### config.mk
export PLATFORM = sky130hd
export DESIGN_NAME = mc_control_unit_flat
export DESIGN_NICKNAME = d
export VERILOG_FILES = /design/src/rtl/mc_control_unit_if.sv /design/src/rtl/mc_control_unit.sv /design/src/flat_wrapper.sv
export SDC_FILE = /design/constraint.sdc
export NUM_CORES = 1
export LEC_CHECK = 0
export ABC_AREA = 1
export BUFFER_PORTS_ARGS = -buffer_cell sky130_fd_sc_hd__buf_2
export CAP_MARGIN = 20
export CORE_MARGIN = 2
export CORE_UTILIZATION = 48
export DETAILED_ROUTE_END_ITERATION = 12
export GPL_ROUTABILITY_DRIVEN = 0
export GPL_TIMING_DRIVEN = 1
export PLACE_DENSITY = 0.73
export SYNTH_ARGS = -nofsm -noshare
export SYNTH_HDL_FRONTEND = slang
export SYNTH_SLANG_ARGS = --single-unit
### constraint.sdc
create_clock -name clock -period 1.5 [get_ports clock]
set_input_delay 0.075 -clock clock [delete_from_list [all_inputs] [get_ports clock]]
set_output_delay 0.075 -clock clock [all_outputs]
set_load 0.02 [all_outputs]
### src/rtl/mc_control_unit_if.sv
// Control/datapath bundle for the multicycle control unit: opcode/flags in, datapath strobes out.
interface mc_control_unit_if;
  logic [3:0] opcode;
  logic       zero;
  logic       memReady;
  logic       pcWrite;
  logic       pcSrc;
  logic       irWrite;
  logic       memRead;
  logic       memWrite;
  logic       regWrite;
  logic [1:0] regDst;
  logic       memToReg;
  logic       pcToReg;
  logic [1:0] aluSrcB;
  logic [1:0] aluOp;
  logic       halted;
  logic       fault;
  logic       illegalOp;
  logic [3:0] state;

  modport master (
    input  opcode, zero, memReady,
    output pcWrite, pcSrc, irWrite, memRead, memWrite, regWrite, regDst, memToReg, pcToReg,
           aluSrcB, aluOp, halted, fault, illegalOp, state
  );

  modport slave (
    output opcode, zero, memReady,
    input  pcWrite, pcSrc, irWrite, memRead, memWrite, regWrite, regDst, memToReg, pcToReg,
           aluSrcB, aluOp, halted, fault, illegalOp, state
  );
endinterface

### src/rtl/mc_control_unit.sv
// Multicycle control FSM for the 16-bit processor, with a memory-ready stall timeout that
// drops into a sticky FAULT state.
module mc_control_unit #(
  parameter logic [3:0]  HALT_OP  = 4'hF,
  parameter int unsigned WAIT_MAX = 15
) (
  input logic               clock,
  input logic               reset_n,
  mc_control_unit_if.master bus
);

  localparam int unsigned    CntW      = (WAIT_MAX > 15) ? $clog2(WAIT_MAX + 1) : 4;
  localparam bit             TimeoutEn = (WAIT_MAX != 0);
  localparam logic [CntW-1:0] WaitLast = TimeoutEn ? CntW'(WAIT_MAX - 1) : '0;

  typedef enum logic [3:0] {
    StFetch   = 4'd0,
    StDecode  = 4'd1,
    StExecR   = 4'd2,
    StExecI   = 4'd3,
    StMemAddr = 4'd4,
    StMemRd   = 4'd5,
    StMemWr   = 4'd6,
    StWbAlu   = 4'd7,
    StWbMem   = 4'd8,
    StBranch  = 4'd9,
    StJump    = 4'd10,
    StHalt    = 4'd11,
    StFault   = 4'd12
  } state_e;

  state_e          state_q, state_d;
  logic [CntW-1:0] cnt_q, cnt_d;
  logic            rflag_q, rflag_d;

  logic       pc_write, pc_src, ir_write, mem_read, mem_write, reg_write;
  logic [1:0] reg_dst, alu_src_b, alu_op;
  logic       mem_to_reg, pc_to_reg, halted, fault, illegal_op;
  logic       stalled, timeout;

  assign stalled = (state_q inside {StFetch, StMemRd, StMemWr}) && !bus.memReady;
  assign timeout = TimeoutEn && stalled && (cnt_q == WaitLast);

  always_comb begin
    state_d    = state_q;
    rflag_d    = rflag_q;
    pc_write   = 1'b0;
    pc_src     = 1'b0;
    ir_write   = 1'b0;
    mem_read   = 1'b0;
    mem_write  = 1'b0;
    reg_write  = 1'b0;
    reg_dst    = 2'd0;
    mem_to_reg = 1'b0;
    pc_to_reg  = 1'b0;
    alu_src_b  = 2'd0;
    alu_op     = 2'd0;
    halted     = 1'b0;
    fault      = 1'b0;
    illegal_op = 1'b0;
    case (state_q)
      StFetch: begin
        mem_read  = 1'b1;
        alu_src_b = 2'd2;
        if (bus.memReady) begin
          ir_write = 1'b1;
          pc_write = 1'b1;
          state_d  = StDecode;
        end
      end
      StDecode: begin
        if (bus.opcode == HALT_OP) begin
          state_d = StHalt;
        end else begin
          case (bus.opcode)
            4'd0, 4'd1, 4'd2, 4'd3: state_d = StExecR;
            4'd4:                   state_d = StExecI;
            4'd5, 4'd6:             state_d = StMemAddr;
            4'd7, 4'd8:             state_d = StBranch;
            4'd9, 4'd10:            state_d = StJump;
            default: begin
              illegal_op = 1'b1;
              state_d    = StFetch;
            end
          endcase
        end
      end
      StExecR: begin
        alu_op  = 2'd2;
        rflag_d = 1'b1;
        state_d = StWbAlu;
      end
      StExecI: begin
        alu_src_b = 2'd1;
        rflag_d   = 1'b0;
        state_d   = StWbAlu;
      end
      StWbAlu: begin
        reg_write = 1'b1;
        reg_dst   = rflag_q ? 2'd0 : 2'd1;
        state_d   = StFetch;
      end
      StMemAddr: begin
        alu_src_b = 2'd1;
        state_d   = (bus.opcode == 4'd5) ? StMemRd : StMemWr;
      end
      StMemRd: begin
        mem_read = 1'b1;
        if (bus.memReady) state_d = StWbMem;
      end
      StMemWr: begin
        mem_write = 1'b1;
        if (bus.memReady) state_d = StFetch;
      end
      StWbMem: begin
        reg_write  = 1'b1;
        reg_dst    = 2'd1;
        mem_to_reg = 1'b1;
        state_d    = StFetch;
      end
      StBranch: begin
        alu_op   = 2'd1;
        pc_src   = 1'b1;
        pc_write = (bus.opcode == 4'd8) ? !bus.zero : bus.zero;
        state_d  = StFetch;
      end
      StJump: begin
        pc_write = 1'b1;
        pc_src   = 1'b1;
        // JAL links the PC that FETCH already advanced.
        if (bus.opcode == 4'd10) begin
          reg_write = 1'b1;
          reg_dst   = 2'd2;
          pc_to_reg = 1'b1;
        end
        state_d = StFetch;
      end
      StHalt:  halted = 1'b1;
      StFault: fault  = 1'b1;
      default: state_d = StFetch;
    endcase
    if (timeout) state_d = StFault;
  end

  // Counts consecutive not-ready cycles; any state change or ready restarts it.
  assign cnt_d = (stalled && (state_d == state_q)) ? cnt_q + 1'b1 : '0;

  always_ff @(posedge clock or negedge reset_n) begin
    if (!reset_n) begin
      state_q <= StFetch;
      cnt_q   <= '0;
      rflag_q <= 1'b0;
    end else begin
      state_q <= state_d;
      cnt_q   <= cnt_d;
      rflag_q <= rflag_d;
    end
  end

  assign bus.pcWrite   = pc_write & reset_n;
  assign bus.irWrite   = ir_write & reset_n;
  assign bus.memRead   = mem_read & reset_n;
  assign bus.memWrite  = mem_write & reset_n;
  assign bus.regWrite  = reg_write & reset_n;
  assign bus.illegalOp = illegal_op & reset_n;
  assign bus.pcSrc     = pc_src;
  assign bus.regDst    = reg_dst;
  assign bus.memToReg  = mem_to_reg;
  assign bus.pcToReg   = pc_to_reg;
  assign bus.aluSrcB   = alu_src_b;
  assign bus.aluOp     = alu_op;
  assign bus.halted    = halted;
  assign bus.fault     = fault;
  assign bus.state     = state_q;

endmodule

### src/flat_wrapper.sv
// flat-port wrapper written by rule: the top's interface ports become plain ports
module mc_control_unit_flat 
#(
  parameter logic [3:0]  HALT_OP  = 4'hF,
  parameter int unsigned WAIT_MAX = 15
)
  (clock, reset_n, bus_opcode, bus_zero, bus_memReady, bus_pcWrite, bus_pcSrc, bus_irWrite, bus_memRead, bus_memWrite, bus_regWrite, bus_regDst, bus_memToReg, bus_pcToReg, bus_aluSrcB, bus_aluOp, bus_halted, bus_fault, bus_illegalOp, bus_state);
  mc_control_unit_if bus_i ();
  input logic clock;
  input logic reset_n;
  input wire logic [$bits(bus_i.opcode)-1:0] bus_opcode;
  input wire logic [$bits(bus_i.zero)-1:0] bus_zero;
  input wire logic [$bits(bus_i.memReady)-1:0] bus_memReady;
  output wire logic [$bits(bus_i.pcWrite)-1:0] bus_pcWrite;
  output wire logic [$bits(bus_i.pcSrc)-1:0] bus_pcSrc;
  output wire logic [$bits(bus_i.irWrite)-1:0] bus_irWrite;
  output wire logic [$bits(bus_i.memRead)-1:0] bus_memRead;
  output wire logic [$bits(bus_i.memWrite)-1:0] bus_memWrite;
  output wire logic [$bits(bus_i.regWrite)-1:0] bus_regWrite;
  output wire logic [$bits(bus_i.regDst)-1:0] bus_regDst;
  output wire logic [$bits(bus_i.memToReg)-1:0] bus_memToReg;
  output wire logic [$bits(bus_i.pcToReg)-1:0] bus_pcToReg;
  output wire logic [$bits(bus_i.aluSrcB)-1:0] bus_aluSrcB;
  output wire logic [$bits(bus_i.aluOp)-1:0] bus_aluOp;
  output wire logic [$bits(bus_i.halted)-1:0] bus_halted;
  output wire logic [$bits(bus_i.fault)-1:0] bus_fault;
  output wire logic [$bits(bus_i.illegalOp)-1:0] bus_illegalOp;
  output wire logic [$bits(bus_i.state)-1:0] bus_state;
  assign bus_i.opcode = bus_opcode;
  assign bus_i.zero = bus_zero;
  assign bus_i.memReady = bus_memReady;
  assign bus_pcWrite = bus_i.pcWrite;
  assign bus_pcSrc = bus_i.pcSrc;
  assign bus_irWrite = bus_i.irWrite;
  assign bus_memRead = bus_i.memRead;
  assign bus_memWrite = bus_i.memWrite;
  assign bus_regWrite = bus_i.regWrite;
  assign bus_regDst = bus_i.regDst;
  assign bus_memToReg = bus_i.memToReg;
  assign bus_pcToReg = bus_i.pcToReg;
  assign bus_aluSrcB = bus_i.aluSrcB;
  assign bus_aluOp = bus_i.aluOp;
  assign bus_halted = bus_i.halted;
  assign bus_fault = bus_i.fault;
  assign bus_illegalOp = bus_i.illegalOp;
  assign bus_state = bus_i.state;
  mc_control_unit #(.HALT_OP(HALT_OP), .WAIT_MAX(WAIT_MAX)) u_core (.clock(clock), .reset_n(reset_n), .bus(bus_i));
endmodule
==> flow_summary.toml, run 1 <==
[outcome]
run_status = "finished, violations left"
failed_checks = "setup timing"

[critical_path]
path_class = "reg -> out"
reg2reg_to = "u_core.bus.state[0]"
reg2reg_from = "u_core.bus.state[1]"
crit_path_max_fanout = 3
reg2regPathDepth = 5
cp_data_required_time_ps = 1420
critPathLaunchType = "flop"
arrival_ps = 1540
reg2reg_slack_ps = -100
end_kind = "primary output"

[sta]
fmax_mhz = 618
maxSlewHeadroom_pct = 68.7
grt_setup_unrepaired = "true"
fin_skew_ps = 8.30
fin_crit_ps = 1620
hold_violations = 0
tns_ps = -886
final_max_slew_viol_count = 0
setup_violations = 15
final.setup.worst_slack_ps = -117
fin_crit_sh_pct = 108
tightest_slew_ps = 468

[global_route]
grt_pass1_wl_mm = 3.96
overflow = 0
track_usage_pct = 26.9
grt_pass1_vias = 903
antenna_found_initial = 0
grt_max_degree = 10

[floorplan]
io_pins = 29
start_util_pct = 52.8
core_area_um2 = 1540
die-width_um = 45.2
chipHeight_um = 45.2
dieArea_um2 = 2040
num_rows = 14

[drt]
ant_nets = 0
vias = 1077
wl_per_cell_um = 17.3
remaining_drc_errors = 0
drt-total-wl_mm = 3.27
routed_via_density = 5.70
drt_iter0_markers = 70
firstDrtPassIters = 5

[hold_path]
hold_start = "bus_memReady"
hold_path_end = "u_core.bus.state[2]"
hold_path.class = "in -> reg"
holdPathStages = 2

[synth]
synth_top_family_by_area = "simple AND/OR/NAND/NOR gates"
synthXorXnorAreaFrac_pct = 3.23
synthAdderAreaFrac_pct = 3.07
synth.most_common_cell = "nand2_1"
synthSimpleGateAreaFrac_pct = 43.9
synth_flop_cell = "dfrtp_1"
synthMuxAreaShare_pct = 0
synth_top_area_share_pct = 27.6
yosysSeqAreaShare_pct = 27.6
yosysUniqueCellTypes = 24
yosys-top-cells-area = "dfrtp_1 28%, nand2_1 12%, nor2_1 8.3%"
yosys_warnings = 0
synth.avg_cell_area_um2 = 6.62
synthCells = 123
synth.cell_area_um2 = 815
synth_edf_count = 0
synthTopCellsByCount = "25 x nand2_1, 18 x nor2_1, 17 x inv_1, 9 x dfrtp_1, 9 x nand3_1"
ys_seq_elements = 9
syn-num-nets = 133
async_reset_ff_share_pct = 100
synth_compound_area_share_pct = 11.5
synth_top_area_cell = "dfrtp_1"

[finish]
layout-drive-gt1-share_pct = 57.2
nFillCells = 73
num-nets-final = 184
design_area_um2 = 1380
instances_no_fill = 189
diodes = 0
syn_to_final_growth_pct = 69.7
fin_util_pct = 89.7

[clock_tree]
clock_path_buffers = 2
cts.clk_slew.worst_paths_ps = 80
cts_buffers = 3
clk_latency_ps = 280
cts_root_buf = "clkbuf_4"
htree_levels = 1
clkSinkCount = 9
cts_tree = "yes"

[flow_run]
maxCapViolations = 0

[power]
p_leak_nw = 0.752
peakVddDrop_v = 0.00116
power_density_nw_per_um2 = 2090

[place]
port-buffer-count = 28
placedCellCount = 166
hpwl_mm = 1.58
postPlaceCellArea_um2 = 978
-- layout make-up --
class	count	area [µm²]	share of cell area, %
clock buffer	4	26.3	1.90
multi-input combinational	92	641	46.3
inverter	21	93.8	6.79
timing repair buffer	47	372	26.9
sequential	9	230	16.7
tap	16	20.0	1.45
-- critical path: stages, from the launching register on --
cell and delay, ps:
dfrtp_2 460, buf_12 150, nor2_4 110, nand2_4 80
nor4_4 170, nor2_1 80, nor2_2 90, buf_6 120
-- how the worst max path moves through the flow --
stage	startpoint	cells past startpoint	end
floorplan	u_core.bus.state[1]	6	bus_regWrite
global placement	u_core.bus.state[0]	7	bus_illegalOp
detailed placement	u_core.bus.state[0]	7	bus_illegalOp
CTS	u_core.bus.state[2]	8	bus_regWrite
global route	u_core.bus.state[0]	7	bus_regWrite
finish	u_core.bus.state[0]	7	bus_regWrite
-- per-stage QoR --
| stage | hold WS, ps | setup WS [ps] | total power [mW] |
|---|---|---|---|
| 2_1_floorplan | -221 | -44.3 | 1.28 |
| 3_3_place_gp | -42.1 | 122 | 1.59 |
| 3_5_place_dp | -37.9 | 98.4 | 1.60 |
| 4_1_cts | 109 | -122 | 2.30 |
| 5_1_grt | 150 | -160 | 2.99 |
| 6_report | 130 | -117 | 2.88 |
-- layer usage --
metal | track usage [%] | vias up | wire (µm)
met5 | 0 | - | 0
met4 | 8.82 | 0 | 116
met3 | 4.40 | 22 | 295
met2 | 47.1 | 80 | 1710
met1 | 33.1 | 489 | 1150
li1 | - | 486 | -
-- where the power goes --
| part | switching [mW] | total, mW | internal (mW) |
|---|---|---|---|
| clock | 0.106 | 0.209 | 0.103 |
| combinational | 1.29 | 2.20 | 0.903 |
| sequential | 0.144 | 0.479 | 0.335 |
-- flip-flops by register name, indices dropped and copies added, names as in the netlist --
| register | count |
|---|---|
| u_core.bus.state | 4 |
| u_core.cnt_q | 4 |
| u_core.rflag_q | 1 |
-- cell families (layout without fill, tap and decap cells) --
family | Yosys count | count (layout)
buffers and inverters | 22 | 72
adder cells (fa/ha/maj) | 2 | 2
AO/OA/AOI/OAI | 16 | 16
flip-flops | 9 | 9
AND/OR/NAND/NOR | 71 | 71
XOR/XNOR | 3 | 3
-- cell usage in the layout, fill, tap and decap left out, types with 6 or more instances in the layout --
cell type	instances
buf_2	17
buf_4	18
buf_6	9
inv_1	13
inv_4	6
nand2_1	17
nand2_2	6
nand2_4	10
nand3_1	7
nor2_1	13
nor2_2	7
-- timing repair --
item,4_1_cts,5_1_grt
resized for setup,39,28
buffers inserted,12,7
pin swaps,10,14
endpoints found under the hold margin,9,0
endpoints found under the setup margin,8,18
hold buffers,1,0
Power figures use the tool's default switching activity.
==> run 2, diff against run 1 <==
--- a/config.mk
+++ b/config.mk
@@ -8,6 +8,7 @@
 export ABC_AREA = 1
 export BUFFER_PORTS_ARGS = -buffer_cell sky130_fd_sc_hd__buf_2
 export CAP_MARGIN = 20
+export CORE_ASPECT_RATIO = 1.25
 export CORE_MARGIN = 2
 export CORE_UTILIZATION = 48
 export DETAILED_ROUTE_END_ITERATION = 12
==> run 2 against run 1 <==
The run still ends with setup timing left; clock-buffer cell count did not move; setup slack got worse by 29 ps; hold slack improved by 3.9 ps; via count fell by 7.4%; clock power fell by 8%; sequential share of layout area rose by 1.6 points; routed wire length fell by 23%; critical path depth did not move; core utilization fell by 9.9 points; largest cell class unchanged.
==> flow_summary.toml, run 2 (synthesis gave the netlist of run 1 again) <==
[floorplan]
die-width_um = 40.8
io_pins = 29
dieArea_um2 = 2040
core_area_um2 = 1580
num_rows = 16
start_util_pct = 51.5
chipHeight_um = 50.1

[clock_tree]
clkSinkCount = 9
cts.clk_slew.worst_paths_ps = 60
clk_latency_ps = 270
cts_buffers = 3
cts_root_buf = "clkbuf_4"
htree_levels = 1
clock_path_buffers = 2
cts_tree = "yes"

[critical_path]
critPathLaunchType = "flop"
cp_data_required_time_ps = 1420
reg2reg_from = "u_core.bus.state[3]"
arrival_ps = 1570
reg2regPathDepth = 10
end_kind = "primary output"
reg2reg_slack_ps = -10
crit_path_max_fanout = 4
reg2reg_to = "u_core.cnt_q[0]"
path_class = "reg -> out"

[finish]
syn_to_final_growth_pct = 55.0
final_cell_mix = "21 x nand2_1, 21 x buf_2, 18 x buf_4"
design_area_um2 = 1260
nFillCells = 107
layout-drive-gt1-share_pct = 51.5
num-nets-final = 182
instances_no_fill = 189
diodes = 0

[sta]
grt_setup_unrepaired = "true"
setup_violations = 10
fin_crit_ps = 1650
final.setup.worst_slack_ps = -146
hold_violations = 0
fin_skew_ps = 6.91
final_max_slew_viol_count = 0
maxSlewHeadroom_pct = 71.2
fin_crit_sh_pct = 110
tightest_slew_ps = 431
fmax_mhz = 607
tns_ps = -683

[global_route]
overflow = 0
grt_pass1_vias = 812
grt_pass1_wl_mm = 3.28
grt_max_degree = 10
track_usage_pct = 22.9
antenna_found_initial = 0

[place]
postPlaceCellArea_um2 = 981
hpwl_mm = 1.50
placedCellCount = 168
port-buffer-count = 28

[hold_path]
hold_start = "bus_memReady"
hold_path.class = "in -> reg"
hold_path_end = "u_core.bus.state[2]"
holdPathStages = 2

[drt]
remaining_drc_errors = 0
drt-total-wl_mm = 2.53
routed_via_density = 5.28
ant_nets = 0
vias = 997
wl_per_cell_um = 13.4
drt_iter0_markers = 27
firstDrtPassIters = 6

[flow_run]
maxCapViolations = 0

[outcome]
failed_checks = "setup timing"
run_status = "finished, violations left"

[power]
power_density_nw_per_um2 = 1950
peakVddDrop_v = 0.00171
p_leak_nw = 0.699
p_seq_share_pct = 17.8
switching_share_pct = 52.2
pwr-share-comb_pct = 74.3
power.share.clock_pct = 7.9
p_switching_mw = 1.28
p_int_mw = 1.18
[run 2: cell types whose count changed in the layout (fill, tap and decap cells not counted), moves of 3 or more]
| cell | change |
|---|---|
| buf_2 | +4 |
| buf_6 | -5 |
| inv_4 | -3 |
| nand2_1 | +4 |
| nand2_4 | -6 |
[run 2: power by group through the flow]
| stage | sequential, mW | combinational [mW] | clock (mW) |
|---|---|---|---|
| 6_report | 0.439 | 1.83 | 0.193 |
| 5_1_grt | 0.448 | 1.96 | 0.217 |
| 4_1_cts | 0.439 | 1.42 | 0.202 |
| 3_5_place_dp | 0.440 | 1.16 | 0 |
| 3_3_place_gp | 0.431 | 1.15 | 0 |
| 2_1_floorplan | 0.488 | 0.795 | 0 |
[run 2: through the flow]
step | total power [mW] | setup slack [ps] | hold slack [ps] | util [%]
after floorplan | 1.28 | -44.3 | -221 | -
after global routing | 2.62 | -255 | 163 | 79.8
after global placement | 1.58 | 131 | -52.3 | 62.0
after detailed placement | 1.60 | 109 | -47.0 | 62.0
final | 2.46 | -146 | 134 | 79.8
after CTS | 2.06 | -117 | 130 | 70.8
[run 2: timing repair]
action | in CTS | in global routing
cloned | 0 | 0
setup endpoints to repair | 7 | 14
setup buffers | 8 | 8
hold buffers | 1 | 0
gates resized for setup | 16 | 21
pin swaps | 4 | 8
hold endpoints to repair | 9 | 0
[run 2: worst max path at each step]
stage	startpoint	end	cells past startpoint
global route	u_core.bus.state[3]	bus_illegalOp	7
finish	u_core.bus.state[3]	bus_illegalOp	7
floorplan	u_core.bus.state[1]	bus_regWrite	6
detailed placement	u_core.bus.state[0]	bus_illegalOp	7
CTS	u_core.bus.state[2]	bus_regWrite	8
global placement	u_core.bus.state[0]	bus_illegalOp	7
[run 2: area by class of cell]
| class | instances | area, µm² | area share [%] |
|---|---|---|---|
| Clock buffer | 4 | 26.3 | 2.08 |
| Inverter | 21 | 86.3 | 6.84 |
| Multi-Input combinational cell | 92 | 582 | 46.1 |
| Sequential cell | 9 | 230 | 18.2 |
| Tap cell | 18 | 22.5 | 1.78 |
| Timing Repair Buffer | 45 | 315 | 25.0 |
[run 2: per-layer routing]
metal	track usage, %	vias up	routed length, µm
met4	10.0	0	67
li1	-	484	-
met5	0	-	0
met2	39.1	34	1360
met1	27.4	471	1010
met3	1.35	8	87
[run 2: critical path, cell delays in order, from the launching register on]
cell and delay [ps]:
dfrtp_2 460, buf_12 150, nor2_4 130, nand2_2 100
inv_2 70, nand3_1 90, a211oi_2 150, buf_4 170
